**config.mk**
```make
export PLATFORM = sky130hd
export DESIGN_NAME = alu_arbiter
export DESIGN_NICKNAME = d
export VERILOG_FILES = /design/src/rtl/alu_arbiter.sv
export SDC_FILE = /design/constraint.sdc
export NUM_CORES = 1
export LEC_CHECK = 0
export ABC_AREA = 1
export CORE_MARGIN = 2
export CORE_UTILIZATION = 39
export CTS_CLUSTER_DIAMETER = 40
export DETAILED_ROUTE_END_ITERATION = 16
export PLACE_DENSITY = 0.89
export SYNTH_ARGS = -nofsm -noshare
export SYNTH_HDL_FRONTEND = slang
export SYNTH_SLANG_ARGS = --single-unit
```
**constraint.sdc**
```tcl
create_clock -name clk -period 1.7 [get_ports clk]
set_clock_uncertainty 0.1 [all_clocks]
set_input_delay 0.34 -clock clk [delete_from_list [all_inputs] [get_ports clk]]
set_output_delay 0.34 -clock clk [all_outputs]
set_load 0.05 [all_outputs]
```
**src/rtl/alu_arbiter.sv**
```systemverilog
// rtl/alu_arbiter.sv - round-robin arbiter sharing one combinational ALU between two requesters
// Optional macro ALU_ARB_ZERO_EN adds per-port result-is-zero flags.
module alu_arbiter #(
  parameter int WIDTH  = 32,
  parameter int CTRL_W = 4
) (
  input  logic              clk,
  input  logic              reset_n,
  input  logic              req0_valid,
  output logic              req0_ready,
  input  logic [CTRL_W-1:0] req0_op,
  input  logic [WIDTH-1:0]  req0_a,
  input  logic [WIDTH-1:0]  req0_b,
  output logic              rsp0_valid,
  input  logic              rsp0_ready,
  output logic [WIDTH-1:0]  rsp0_data,
  output logic              rsp0_err,
  input  logic              req1_valid,
  output logic              req1_ready,
  input  logic [CTRL_W-1:0] req1_op,
  input  logic [WIDTH-1:0]  req1_a,
  input  logic [WIDTH-1:0]  req1_b,
  output logic              rsp1_valid,
  input  logic              rsp1_ready,
  output logic [WIDTH-1:0]  rsp1_data,
  output logic              rsp1_err,
`ifdef ALU_ARB_ZERO_EN
  output logic              rsp0_zero,
  output logic              rsp1_zero,
`endif
  output logic [WIDTH-1:0]  alu_a,
  output logic [WIDTH-1:0]  alu_b,
  output logic [CTRL_W-1:0] alu_contr,
  input  logic [WIDTH-1:0]  alu_out,
  output logic              busy
);

  typedef enum logic [1:0] {IDLE, EXEC, RESP} state_t;

  state_t           state;
  logic             prio;
  logic             owner;
  logic             win;
  logic             grant;
  logic             op_legal;
  logic [WIDTH-1:0] result;

  // Grant winner: lone requester wins, otherwise the port holding priority.
  always_comb begin
    win        = (req0_valid && req1_valid) ? prio : req1_valid;
    grant      = (state == IDLE) && (req0_valid || req1_valid);
    req0_ready = grant && !win;
    req1_ready = grant && win;
  end

  always_comb begin
    op_legal = alu_contr inside {CTRL_W'(4'b0000), CTRL_W'(4'b0001), CTRL_W'(4'b0010),
                                 CTRL_W'(4'b0110), CTRL_W'(4'b0111), CTRL_W'(4'b1100)};
    result   = op_legal ? alu_out : '0;
  end

  assign busy = (state != IDLE);

  always_ff @(posedge clk) begin
    if (!reset_n) begin
      state      <= IDLE;
      prio       <= 1'b0;
      owner      <= 1'b0;
      alu_a      <= '0;
      alu_b      <= '0;
      alu_contr  <= '0;
      rsp0_valid <= 1'b0;
      rsp1_valid <= 1'b0;
      rsp0_data  <= '0;
      rsp1_data  <= '0;
      rsp0_err   <= 1'b0;
      rsp1_err   <= 1'b0;
`ifdef ALU_ARB_ZERO_EN
      rsp0_zero  <= 1'b0;
      rsp1_zero  <= 1'b0;
`endif
    end else begin
      case (state)
        IDLE: begin
          if (grant) begin
            alu_contr <= win ? req1_op : req0_op;
            alu_a     <= win ? req1_a  : req0_a;
            alu_b     <= win ? req1_b  : req0_b;
            owner     <= win;
            state     <= EXEC;
          end
        end
        EXEC: begin
          // Only the owner's response registers change; the other port keeps its last result.
          if (owner) begin
            rsp1_data  <= result;
            rsp1_err   <= !op_legal;
            rsp1_valid <= 1'b1;
`ifdef ALU_ARB_ZERO_EN
            rsp1_zero  <= (result == '0);
`endif
          end else begin
            rsp0_data  <= result;
            rsp0_err   <= !op_legal;
            rsp0_valid <= 1'b1;
`ifdef ALU_ARB_ZERO_EN
            rsp0_zero  <= (result == '0);
`endif
          end
          state <= RESP;
        end
        RESP: begin
          if (owner ? rsp1_ready : rsp0_ready) begin
            rsp0_valid <= 1'b0;
            rsp1_valid <= 1'b0;
            prio       <= ~owner;
            state      <= IDLE;
          end
        end
        default: state <= IDLE;
      endcase
    end
  end

endmodule

```
==> results of run 1 <==
[per-stage QoR]
stage	TNS, ns	hold WS, ns	power, mW
after global placement	-7.37	0.353	7.08
after CTS	-0.111	0.178	10.7
after detailed placement	-8.60	0.367	7.12
final	-0.0203	0.196	10.7
after floorplan	0	0.333	5.78
after global routing	-0.159	0.195	11.1
[report_power, final]
part / total, mW / switching (mW) / leakage [nW] / internal [mW]
sequential: 3.74 / 0.176 / 1.15 / 3.57
clock: 3.57 / 1.47 / 0.265 / 2.10
combinational: 3.36 / 2.07 / 3.38 / 1.29
[routing by layer]
layer  vias up  wire (um)  global-route usage (%)
met2       352      10500                    42.0
met4         0        743                    12.7
met3        47       2310                    8.01
met1      3187       7910                    28.2
li1       3424          -                       -
met5         -          0                       0
[logic make-up after synthesis]
family          Yosys count
buf+inv                 159
flops                   140
simple gates            403
compound gates          139
[critical path: stages, from the launching register on]
cell                         delay, ns
sky130_fd_sc_hd__dfxtp_1          0.30
sky130_fd_sc_hd__inv_2            0.06
sky130_fd_sc_hd__nand2_2          0.07
sky130_fd_sc_hd__nand2_4          0.08
sky130_fd_sc_hd__inv_4            0.05
sky130_fd_sc_hd__nand2_4          0.06
sky130_fd_sc_hd__clkinvlp_4       0.09
sky130_fd_sc_hd__buf_8            0.15
[worst max path at each step]
stage,from,to,slack [ns],cells past startpoint
CTS,state[0]$_SDFFE_PN0P_,req0_ready,-0.06,4
detailed placement,req0_valid,req1_ready,-0.25,7
floorplan,req1_valid,req1_ready,0.0006,7
global placement,req0_valid,req1_ready,-0.25,7
global route,state[1]$_SDFFE_PN0P_,req0_ready,-0.08,4
finish,prio$_SDFFE_PN0P_,req1_ready,-0.02,7
[placed cells by master (no fill, tap or decap), types with 6 or more instances in the layout]
cell,synthesis,final
sky130_fd_sc_hd__a21oi_1,71,71
sky130_fd_sc_hd__dfxtp_1,140,138
sky130_fd_sc_hd__o21ai_0,64,64
sky130_fd_sc_hd__nand4_1,68,68
sky130_fd_sc_hd__nand2_1,154,152
sky130_fd_sc_hd__buf_4,11,142
sky130_fd_sc_hd__nand3_1,170,170
sky130_fd_sc_hd__clkbuf_16,0,17
sky130_fd_sc_hd__inv_1,80,77
sky130_fd_sc_hd__clkinvlp_4,0,6
sky130_fd_sc_hd__clkdlybuf4s50_1,0,170
sky130_fd_sc_hd__buf_12,0,31
[repair_timing]
action,CTS,global route
hold buffers,0,0
setup endpoints to repair,2,2
pin swaps,2,1
buffers inserted,4,1
gates resized for setup,8,4
[layout make-up]
type                    count  area (um^2)
fillers                  1225         5200
multi-input cells         542         2670
repair buffers            346         3420
well taps                 211          264
flip-flops and latches    140         2810
clock inverters            12          113
clock buffers              20          457
diodes                      3         7.51
inverters                  83          318
[state kept, by name, summed over array words and instances (netlist names)]
signal / flops
alu_b: 32
rsp0_valid: 1
state: 2
rsp1_valid: 1
alu_contr: 4
rsp1_err: 1
owner: 1
rsp0_data: 32
rsp1_data: 32
prio: 1
rsp0_err: 1
alu_a: 32
==> impl_metrics.xml, run 1 <==
<?xml version="1.0" encoding="UTF-8"?>
<metrics>
  <group name="synth">
    <metric name="fraction_of_synthesized_cell_area_in_xor_and_xnor_cells" unit="%">0</metric>
    <metric name="synth.yosys.warnings" unit="">0</metric>
    <metric name="compound_gate_fraction_of_synth_area" unit="%">11.4</metric>
    <metric name="synth_top_area_share" unit="%">45.7</metric>
    <metric name="syn_nets" unit="">1015</metric>
    <metric name="synthMostInstantiatedCell" unit="">sky130_fd_sc_hd__nand3_1</metric>
    <metric name="synth_top_family_by_area" unit="">simple AND/OR/NAND/NOR gates</metric>
    <metric name="synth_async_sr_flop_share" unit="%">0</metric>
    <metric name="synth_fa_ha_area_share" unit="%">0</metric>
    <metric name="synth_enable_flop_cells" unit="">0</metric>
    <metric name="synthDistinctLibCells" unit="">19</metric>
    <metric name="postSynthCellCount" unit="">841</metric>
    <metric name="mappedNetlistArea" unit="mm^2">0.00613</metric>
    <metric name="yosys.area_share.simple" unit="%">31.5</metric>
    <metric name="ys_dominant_reg_cell" unit="">sky130_fd_sc_hd__dfxtp_1</metric>
    <metric name="mux_cell_area_share_after_synthesis" unit="%">0</metric>
    <metric name="yosysTopAreaCell" unit="">sky130_fd_sc_hd__dfxtp_1</metric>
    <metric name="postSynthRegisterBits" unit="">140</metric>
    <metric name="synth_top_area_cells" unit="">sky130_fd_sc_hd__dfxtp_1, sky130_fd_sc_hd__nand3_1, sky130_fd_sc_hd__nand2_1</metric>
    <metric name="synth_seq_area_share" unit="%">45.7</metric>
    <metric name="post_synth_most_frequent_cells" unit="">sky130_fd_sc_hd__nand3_1, sky130_fd_sc_hd__nand2_1, sky130_fd_sc_hd__dfxtp_1, sky130_fd_sc_hd__inv_1, sky130_fd_sc_hd__a21oi_1</metric>
    <metric name="syn_area_per_cell" unit="um^2">7.29</metric>
  </group>
  <group name="clocking">
    <metric name="cts_made_buffers" unit="">17</metric>
    <metric name="cts.clk_slew.worst_paths" unit="ns">0.06</metric>
    <metric name="cts_num_sinks" unit="">140</metric>
    <metric name="cts_htree_levels" unit="">4</metric>
    <metric name="clock_latency" unit="ns">0.41</metric>
    <metric name="clockRootBuffer" unit="">sky130_fd_sc_hd__clkbuf_16</metric>
    <metric name="max-clock-path-buffers" unit="">2</metric>
    <metric name="cts_tree" unit="">built</metric>
  </group>
  <group name="worst_hold_path">
    <metric name="hold_path_class" unit="">input port to flip-flop</metric>
    <metric name="worst_hold_path.endpoint" unit="">rsp0_data[20]$_SDFFE_PN0P_</metric>
    <metric name="hold_path_depth" unit="">3</metric>
    <metric name="worst_hold_startpoint" unit="">reset_n</metric>
  </group>
  <group name="timing">
    <metric name="maxClockFrequency" unit="MHz">583</metric>
    <metric name="timing_hold_violations_final" unit="">0</metric>
    <metric name="relSlewSlack" unit="%">75.7</metric>
    <metric name="tightest_slew" unit="ns">0.365</metric>
    <metric name="final.period_utilization" unit="%">101</metric>
    <metric name="finalSetupViolCount" unit="">2</metric>
    <metric name="period_minus_slack" unit="ns">1.72</metric>
    <metric name="setup_slack" unit="ns">-0.0159</metric>
    <metric name="rsz0062_at_grt" unit="">true</metric>
    <metric name="slew_violations" unit="">0</metric>
  </group>
  <group name="worst_setup_path">
    <metric name="r2r_start" unit="">state[1]$_SDFFE_PN0P_</metric>
    <metric name="crit_arrival" unit="ns">1.28</metric>
    <metric name="timing.reg2reg.worst_path_depth" unit="">9</metric>
    <metric name="worstSetupStartpointType" unit="">flip-flop</metric>
    <metric name="critical_path.max_fanout" unit="">2</metric>
    <metric name="reg2reg_to" unit="">alu_b[5]$_SDFFE_PN0P_</metric>
    <metric name="worst-endpoint-required" unit="ns">1.26</metric>
    <metric name="critical_path_class" unit="">flip-flop to primary output</metric>
    <metric name="end_kind" unit="">primary output</metric>
    <metric name="reg2reg_slack" unit="ns">0.13</metric>
  </group>
  <group name="die">
    <metric name="vertical_die_dimension" unit="um">129</metric>
    <metric name="core_area" unit="mm^2">0.0153</metric>
    <metric name="die_x" unit="um">129</metric>
    <metric name="initial_utilization" unit="%">40.2</metric>
    <metric name="die-area" unit="mm^2">0.0167</metric>
    <metric name="rows" unit="">45</metric>
    <metric name="floorplan.io_pins" unit="">313</metric>
  </group>
  <group name="place">
    <metric name="place.detailed.instances" unit="">1317</metric>
    <metric name="weighted_congestion_at_the_end_of_routability_driven_global_placement" unit="">0.879</metric>
    <metric name="place.detailed.hpwl" unit="mm">14.9</metric>
    <metric name="io_buffers" unit="">312</metric>
    <metric name="placed_cell_area" unit="mm^2">0.00941</metric>
    <metric name="dpl_worst_slack" unit="ns">-0.246</metric>
  </group>
  <group name="drt">
    <metric name="via_per_inst" unit="">5.17</metric>
    <metric name="drtAntennaViolNets" unit="">0</metric>
    <metric name="detail_route.wl_per_cell" unit="um">15.8</metric>
    <metric name="detailedRoute.firstPassIterationCount" unit="">5</metric>
    <metric name="routed_wire_length" unit="mm">21.5</metric>
    <metric name="initialDrtViolationCount" unit="">489</metric>
    <metric name="route.detailed.drc" unit="">0</metric>
    <metric name="via_count" unit="">7010</metric>
  </group>
  <group name="grt">
    <metric name="grt_max_degree" unit="">65</metric>
    <metric name="globalRouteTotalUtil" unit="%">24.9</metric>
    <metric name="grt_overflow" unit="">0</metric>
    <metric name="number_of_global_route_vias_before_repair" unit="">6577</metric>
    <metric name="grt_first_pass_wirelength" unit="mm">32.9</metric>
    <metric name="initial_antenna_violation_count" unit="">3</metric>
  </group>
  <group name="power">
    <metric name="power.density" unit="mW/mm^2">1060</metric>
    <metric name="power.ir.vdd_worst" unit="mV">0.651</metric>
    <metric name="total_leakage_power" unit="nW">4.79</metric>
  </group>
  <group name="finish">
    <metric name="layout_cells_sized_above_1" unit="%">19.7</metric>
    <metric name="layout.cells.non_filler" unit="">1357</metric>
    <metric name="area_growth_syn_to_layout" unit="%">63.9</metric>
    <metric name="design.final.nets" unit="">1304</metric>
    <metric name="final_area" unit="mm^2">0.0101</metric>
    <metric name="finish.utilization" unit="%">65.9</metric>
  </group>
  <group name="job">
    <metric name="max-cap-violations" unit="">0</metric>
  </group>
  <group name="status">
    <metric name="outcome" unit="">finished, violations left</metric>
    <metric name="failing_checks" unit="">setup timing</metric>
  </group>
</metrics>
(Power assumes the default switching activity.)
==> inputs of run 2 (changes only) <==
CORE_MARGIN = not set   (was 2)
==> run 2 against run 1 <==
The run still ends with setup timing left. Clock-buffer cell count decreased by 1. Global-route usage increased by 1.0 points. Largest power group unchanged. Clock power up 3%. Critical path depth fell by 3. Via count is 1.0% higher. Cell count barely moved. Setup slack got worse by 0.027 ns. Worst hold slack worse by 0.014 ns. Combinational power about the same. Critical endpoint is now req0_ready. Wire length is essentially flat.
==> impl_metrics.xml, run 2 (same netlist as run 1, synthesis figures left out) <==
<?xml version="1.0" encoding="UTF-8"?>
<metrics>
  <group name="worst_setup_path">
    <metric name="path_common_cell" unit="">sky130_fd_sc_hd__nor2_4</metric>
    <metric name="end_kind" unit="">primary output</metric>
    <metric name="worst-endpoint-required" unit="ns">1.26</metric>
    <metric name="worstSetupStartpointType" unit="">flip-flop</metric>
    <metric name="crit_buf_inv" unit="">1</metric>
    <metric name="crit_path_max_incr_delay" unit="ns">0.33</metric>
    <metric name="cpMaxStageDelayCell" unit="">sky130_fd_sc_hd__dfxtp_2</metric>
    <metric name="critical_path_class" unit="">flip-flop to primary output</metric>
    <metric name="crit_arrival" unit="ns">1.30</metric>
    <metric name="worstPathCellList" unit="">nor2_4 &gt; o21ai_4 &gt; nor2_4 &gt; buf_12</metric>
    <metric name="critical_path.max_fanout" unit="">3</metric>
    <metric name="path_delay_family" unit="">flip-flops</metric>
  </group>
  <group name="die">
    <metric name="initial_utilization" unit="%">40.2</metric>
    <metric name="die-area" unit="mm^2">0.0162</metric>
    <metric name="core_area" unit="mm^2">0.0153</metric>
    <metric name="floorplan.io_pins" unit="">313</metric>
    <metric name="die_x" unit="um">127</metric>
    <metric name="rows" unit="">45</metric>
    <metric name="vertical_die_dimension" unit="um">127</metric>
  </group>
  <group name="drt">
    <metric name="drtAntennaViolNets" unit="">0</metric>
    <metric name="route.detailed.drc" unit="">0</metric>
    <metric name="via_count" unit="">7081</metric>
    <metric name="via_per_inst" unit="">5.22</metric>
    <metric name="routed_wire_length" unit="mm">21.5</metric>
    <metric name="detailedRoute.firstPassIterationCount" unit="">5</metric>
    <metric name="detail_route.wl_per_cell" unit="um">15.9</metric>
    <metric name="initialDrtViolationCount" unit="">429</metric>
  </group>
  <group name="power">
    <metric name="power.ir.vdd_worst" unit="mV">0.642</metric>
    <metric name="total_leakage_power" unit="nW">4.79</metric>
    <metric name="power.density" unit="mW/mm^2">1070</metric>
  </group>
  <group name="timing">
    <metric name="maxClockFrequency" unit="MHz">574</metric>
    <metric name="rsz0062_at_grt" unit="">true</metric>
    <metric name="timing_hold_violations_final" unit="">0</metric>
    <metric name="period_minus_slack" unit="ns">1.74</metric>
    <metric name="relSlewSlack" unit="%">76.5</metric>
    <metric name="setup_slack" unit="ns">-0.0431</metric>
    <metric name="final.period_utilization" unit="%">103</metric>
    <metric name="finalSetupViolCount" unit="">2</metric>
    <metric name="tightest_slew" unit="ns">0.352</metric>
    <metric name="slew_violations" unit="">0</metric>
    <metric name="setup_tns" unit="ns">-0.0760</metric>
  </group>
  <group name="clocking">
    <metric name="cts.clk_slew.worst_paths" unit="ns">0.06</metric>
    <metric name="postCtsHoldBufs" unit="">0</metric>
    <metric name="cts_tree" unit="">built</metric>
    <metric name="max-clock-path-buffers" unit="">2</metric>
    <metric name="clockRootBuffer" unit="">sky130_fd_sc_hd__clkbuf_16</metric>
    <metric name="cts_made_buffers" unit="">17</metric>
    <metric name="cts_htree_levels" unit="">4</metric>
    <metric name="cts_num_sinks" unit="">140</metric>
    <metric name="clock_latency" unit="ns">0.41</metric>
  </group>
  <group name="grt">
    <metric name="initial_antenna_violation_count" unit="">3</metric>
    <metric name="number_of_global_route_vias_before_repair" unit="">6603</metric>
    <metric name="grt_max_degree" unit="">65</metric>
    <metric name="grt_first_pass_wirelength" unit="mm">33.1</metric>
    <metric name="grt_overflow" unit="">0</metric>
    <metric name="globalRouteTotalUtil" unit="%">25.9</metric>
  </group>
  <group name="finish">
    <metric name="fill_cells" unit="">1236</metric>
    <metric name="layout_cells_sized_above_1" unit="%">19.6</metric>
    <metric name="design.final.nets" unit="">1303</metric>
    <metric name="layout.cells.most_common_list" unit="">sky130_fd_sc_hd__nand3_1, sky130_fd_sc_hd__clkdlybuf4s50_1, sky130_fd_sc_hd__nand2_1</metric>
    <metric name="layout.cells.non_filler" unit="">1356</metric>
    <metric name="area_growth_syn_to_layout" unit="%">63.6</metric>
    <metric name="final_area" unit="mm^2">0.0100</metric>
    <metric name="finish.utilization" unit="%">65.8</metric>
  </group>
  <group name="place">
    <metric name="place.detailed.instances" unit="">1316</metric>
    <metric name="placed_cell_area" unit="mm^2">0.00938</metric>
    <metric name="io_buffers" unit="">312</metric>
    <metric name="place.detailed.hpwl" unit="mm">14.8</metric>
    <metric name="weighted_congestion_at_the_end_of_routability_driven_global_placement" unit="">0.843</metric>
  </group>
  <group name="status">
    <metric name="outcome" unit="">finished, violations left</metric>
    <metric name="failing_checks" unit="">setup timing</metric>
  </group>
  <group name="job">
    <metric name="max-cap-violations" unit="">0</metric>
  </group>
  <group name="worst_hold_path">
    <metric name="hold_path_class" unit="">input port to flip-flop</metric>
  </group>
</metrics>
-- run 2: cell types whose count changed in the layout (fill, tap and decap cells not counted) --
cell                         delta
sky130_fd_sc_hd__clkinv_2       +1
sky130_fd_sc_hd__buf_12         -2
sky130_fd_sc_hd__buf_4          +1
sky130_fd_sc_hd__clkinvlp_4     -2
sky130_fd_sc_hd__clkinv_4       +1
sky130_fd_sc_hd__clkbuf_8       -1
sky130_fd_sc_hd__bufinv_16      +1
-- run 2: worst paths after layout --
kind                          from                          to  slack (ns)  depth (start not counted)
max reg2reg  state[1]$_SDFFE_PN0P_      alu_a[21]$_SDFFE_PN0P_        0.11                          9
min                        reset_n  rsp0_data[14]$_SDFFE_PN0P_        0.18                          3
min reg2reg      prio$_SDFFE_PN0P_           prio$_SDFFE_PN0P_        0.36                          2
max          state[1]$_SDFFE_PN0P_                  req0_ready       -0.04                          4
-- run 2: worst reg2reg max path, delay by kind of cell, from the launching register on --
| family | cells | cell delay, ns |
|---|---|---|
| buf+inv | 4 | 0.54 |
| compound gates | 1 | 0.10 |
| flops | 1 | 0.33 |
| simple gates | 4 | 0.44 |
-- run 2: layout make-up --
cell class	count	area (um^2)	area share, %
inverters	83	318	3.17
diodes	3	7.51	0.0748
clock inverters	13	141	1.41
clock buffers	19	443	4.41
multi-input cells	542	2670	26.6
repair buffers	345	3380	33.7
flip-flops and latches	140	2810	28.0
well taps	211	264	2.63
-- run 2: timing repair --
action	in CTS	in global routing
endpoints found under the hold margin	0	0
buffers inserted	3	2
pin swaps	2	2
endpoints found under the setup margin	2	3
gates resized for setup	8	4
-- run 2: report_power, final --
part	switching, mW	total, mW	internal, mW
logic	2.08	3.34	1.27
registers	0.171	3.74	3.57
clock network	1.47	3.68	2.21
total	3.72	10.8	7.04
-- run 2: metal layers --
| layer | global-route usage, % | vias up | part of all wire, % |
|---|---|---|---|
| li1 | - | 3433 | - |
| met1 | 29.2 | 3257 | 39 |
| met2 | 43.7 | 330 | 48 |
| met3 | 8.17 | 61 | 9.4 |
| met4 | 13.9 | 0 | 4.1 |
| met5 | 0 | - | 0 |
-- run 2: through the flow --
step	hold slack [ns]	power [mW]	worst slack, ns
3_3_place_gp	0.352	7.05	-0.257
6_report	0.182	10.8	-0.0431
3_5_place_dp	0.365	7.10	-0.267
2_1_floorplan	0.333	5.78	0.000638
4_1_cts	0.172	10.8	-0.0661
5_1_grt	0.181	11.2	-0.108
==> inputs of run 3 (changes only) <==
CTS_CLUSTER_SIZE = 8   (was not set)
SKIP_LAST_GASP = 1   (was not set)
==> run 3 against run 2 <==
Power is essentially flat. Largest power group unchanged. Wire length fell by 0.25%. Critical path depth is the same. Via count fell by 0.52%. Design area did not move. Critical endpoint unchanged. Die area unchanged. The flow still finishes with violations (setup timing). Clock power barely moved. Maximum frequency is essentially flat.
==> impl_metrics.xml, run 3 (same netlist as run 1, synthesis figures left out) <==
<?xml version="1.0" encoding="UTF-8"?>
<metrics>
  <group name="status">
    <metric name="outcome" unit="">finished, violations left</metric>
    <metric name="failing_checks" unit="">setup timing</metric>
  </group>
  <group name="timing">
    <metric name="hold_slack" unit="ns">0.182</metric>
    <metric name="setup_slack" unit="ns">-0.0430</metric>
    <metric name="maxClockFrequency" unit="MHz">574</metric>
    <metric name="final.period_utilization" unit="%">103</metric>
    <metric name="relSlewSlack" unit="%">76.5</metric>
    <metric name="period_minus_slack" unit="ns">1.74</metric>
    <metric name="slew_violations" unit="">0</metric>
    <metric name="setup_tns" unit="ns">-0.0759</metric>
    <metric name="timing_hold_violations_final" unit="">0</metric>
    <metric name="rsz0062_at_grt" unit="">true</metric>
    <metric name="tightest_slew" unit="ns">0.353</metric>
    <metric name="finalSetupViolCount" unit="">2</metric>
  </group>
  <group name="worst_setup_path">
    <metric name="crit_arrival" unit="ns">1.30</metric>
    <metric name="critical_path.max_fanout" unit="">3</metric>
    <metric name="end_kind" unit="">primary output</metric>
    <metric name="critical_path_class" unit="">flip-flop to primary output</metric>
    <metric name="worstSetupStartpointType" unit="">flip-flop</metric>
    <metric name="worst-endpoint-required" unit="ns">1.26</metric>
  </group>
  <group name="place">
    <metric name="placed_cell_area" unit="mm^2">0.00938</metric>
    <metric name="io_buffers" unit="">312</metric>
    <metric name="place.detailed.hpwl" unit="mm">14.8</metric>
    <metric name="weighted_congestion_at_the_end_of_routability_driven_global_placement" unit="">0.843</metric>
  </group>
  <group name="grt">
    <metric name="grt_max_degree" unit="">65</metric>
    <metric name="grt_overflow" unit="">0</metric>
    <metric name="number_of_global_route_vias_before_repair" unit="">6603</metric>
    <metric name="grt_first_pass_wirelength" unit="mm">33.1</metric>
    <metric name="globalRouteTotalUtil" unit="%">25.9</metric>
    <metric name="initial_antenna_violation_count" unit="">3</metric>
  </group>
  <group name="drt">
    <metric name="initialDrtViolationCount" unit="">427</metric>
    <metric name="routed_wire_length" unit="mm">21.5</metric>
    <metric name="via_count" unit="">7044</metric>
    <metric name="detailedRoute.firstPassIterationCount" unit="">5</metric>
    <metric name="drtAntennaViolNets" unit="">0</metric>
    <metric name="via_per_inst" unit="">5.19</metric>
    <metric name="detail_route.wl_per_cell" unit="um">15.8</metric>
    <metric name="route.detailed.drc" unit="">0</metric>
  </group>
  <group name="die">
    <metric name="vertical_die_dimension" unit="um">127</metric>
    <metric name="die_x" unit="um">127</metric>
    <metric name="floorplan.io_pins" unit="">313</metric>
    <metric name="die-area" unit="mm^2">0.0162</metric>
    <metric name="rows" unit="">45</metric>
    <metric name="core_area" unit="mm^2">0.0153</metric>
    <metric name="initial_utilization" unit="%">40.2</metric>
  </group>
  <group name="finish">
    <metric name="fill_cells" unit="">1236</metric>
    <metric name="design.final.nets" unit="">1303</metric>
    <metric name="final_area" unit="mm^2">0.0100</metric>
    <metric name="layout_cells_sized_above_1" unit="%">19.6</metric>
    <metric name="area_growth_syn_to_layout" unit="%">63.6</metric>
    <metric name="layout.cells.most_common_list" unit="">sky130_fd_sc_hd__nand3_1, sky130_fd_sc_hd__clkdlybuf4s50_1, sky130_fd_sc_hd__nand2_1</metric>
  </group>
  <group name="clocking">
    <metric name="cts_tree" unit="">built</metric>
    <metric name="postCtsHoldBufs" unit="">0</metric>
    <metric name="clock_latency" unit="ns">0.41</metric>
    <metric name="clockRootBuffer" unit="">sky130_fd_sc_hd__clkbuf_16</metric>
    <metric name="max-clock-path-buffers" unit="">2</metric>
    <metric name="cts_htree_levels" unit="">4</metric>
    <metric name="cts_num_sinks" unit="">140</metric>
    <metric name="cts_made_buffers" unit="">17</metric>
    <metric name="cts.clk_slew.worst_paths" unit="ns">0.06</metric>
  </group>
  <group name="power">
    <metric name="power.ir.vdd_worst" unit="mV">0.642</metric>
    <metric name="net-switching-power" unit="mW">3.72</metric>
    <metric name="cell_internal_pwr" unit="mW">7.04</metric>
    <metric name="power.share.clock" unit="%">34.2</metric>
    <metric name="power.combinational.fraction" unit="%">31.1</metric>
    <metric name="power.density" unit="mW/mm^2">1070</metric>
    <metric name="seq_power_share" unit="%">34.7</metric>
    <metric name="power.switching_fraction" unit="%">34.5</metric>
    <metric name="total_leakage_power" unit="nW">4.79</metric>
  </group>
  <group name="job">
    <metric name="max-cap-violations" unit="">0</metric>
  </group>
  <group name="worst_hold_path">
    <metric name="hold_path_class" unit="">input port to flip-flop</metric>
  </group>
</metrics>
-- run 3: layout make-up --
cell class	instances	area (um^2)	area share [%]
Inverter	83	318	3.17
Tap cell	211	264	2.63
Multi-Input combinational cell	542	2670	26.6
Clock inverter	13	141	1.41
Timing Repair Buffer	345	3380	33.7
Clock buffer	19	443	4.41
Sequential cell	140	2810	28.0
Antenna cell	3	7.51	0.0748
-- run 3: what timing repair did --
action                     in CTS  in global routing
resized for setup               8                  4
setup endpoints to repair       2                  3
buffers inserted                3                  2
gates cloned                    0                  0
pin swaps                       2                  2
-- run 3: power by group through the flow --
stage | combinational (mW) | clock [mW] | sequential (mW)
after CTS | 3.33 | 3.74 | 3.74
after global placement | 3.26 | 0 | 3.79
final | 3.34 | 3.68 | 3.74
after floorplan | 1.06 | 0 | 4.72
after global routing | 3.56 | 3.88 | 3.76
after detailed placement | 3.29 | 0 | 3.80
-- run 3: metal layers --
metal	up-vias	track usage, %	share of wire, %
met2	323	43.7	48
met4	0	13.9	4.1
met5	-	0	0
met1	3234	29.2	38
li1	3431	-	-
met3	56	8.17	9.5
-- run 3: path summary, 6_finish.rpt --
path | from | to | slack (ns) | cells past startpoint
worst min-delay path | reset_n | rsp0_data[14]$_SDFFE_PN0P_ | 0.18 | 3
worst max-delay path | state[1]$_SDFFE_PN0P_ | req0_ready | -0.04 | 4
worst max register to register | state[1]$_SDFFE_PN0P_ | alu_a[21]$_SDFFE_PN0P_ | 0.11 | 9
worst min register to register | prio$_SDFFE_PN0P_ | prio$_SDFFE_PN0P_ | 0.36 | 2
-- run 3: stage by stage --
stage	util, %	power, mW	worst slack [ns]	std cells
floorplan	-	5.78	0.000638	841
global placement	61.5	7.05	-0.257	1316
detailed placement	61.5	7.10	-0.267	1316
CTS	65.5	10.8	-0.0661	1351
global route	65.8	11.2	-0.108	1356
finish	65.8	10.8	-0.0430	1356
-- run 3: critical path, stage by stage, from the launching register on --
cell                      delay, ns
sky130_fd_sc_hd__dfxtp_2       0.33
sky130_fd_sc_hd__nor2_4        0.18
sky130_fd_sc_hd__o21ai_4       0.10
sky130_fd_sc_hd__nor2_4        0.14
sky130_fd_sc_hd__buf_12        0.15
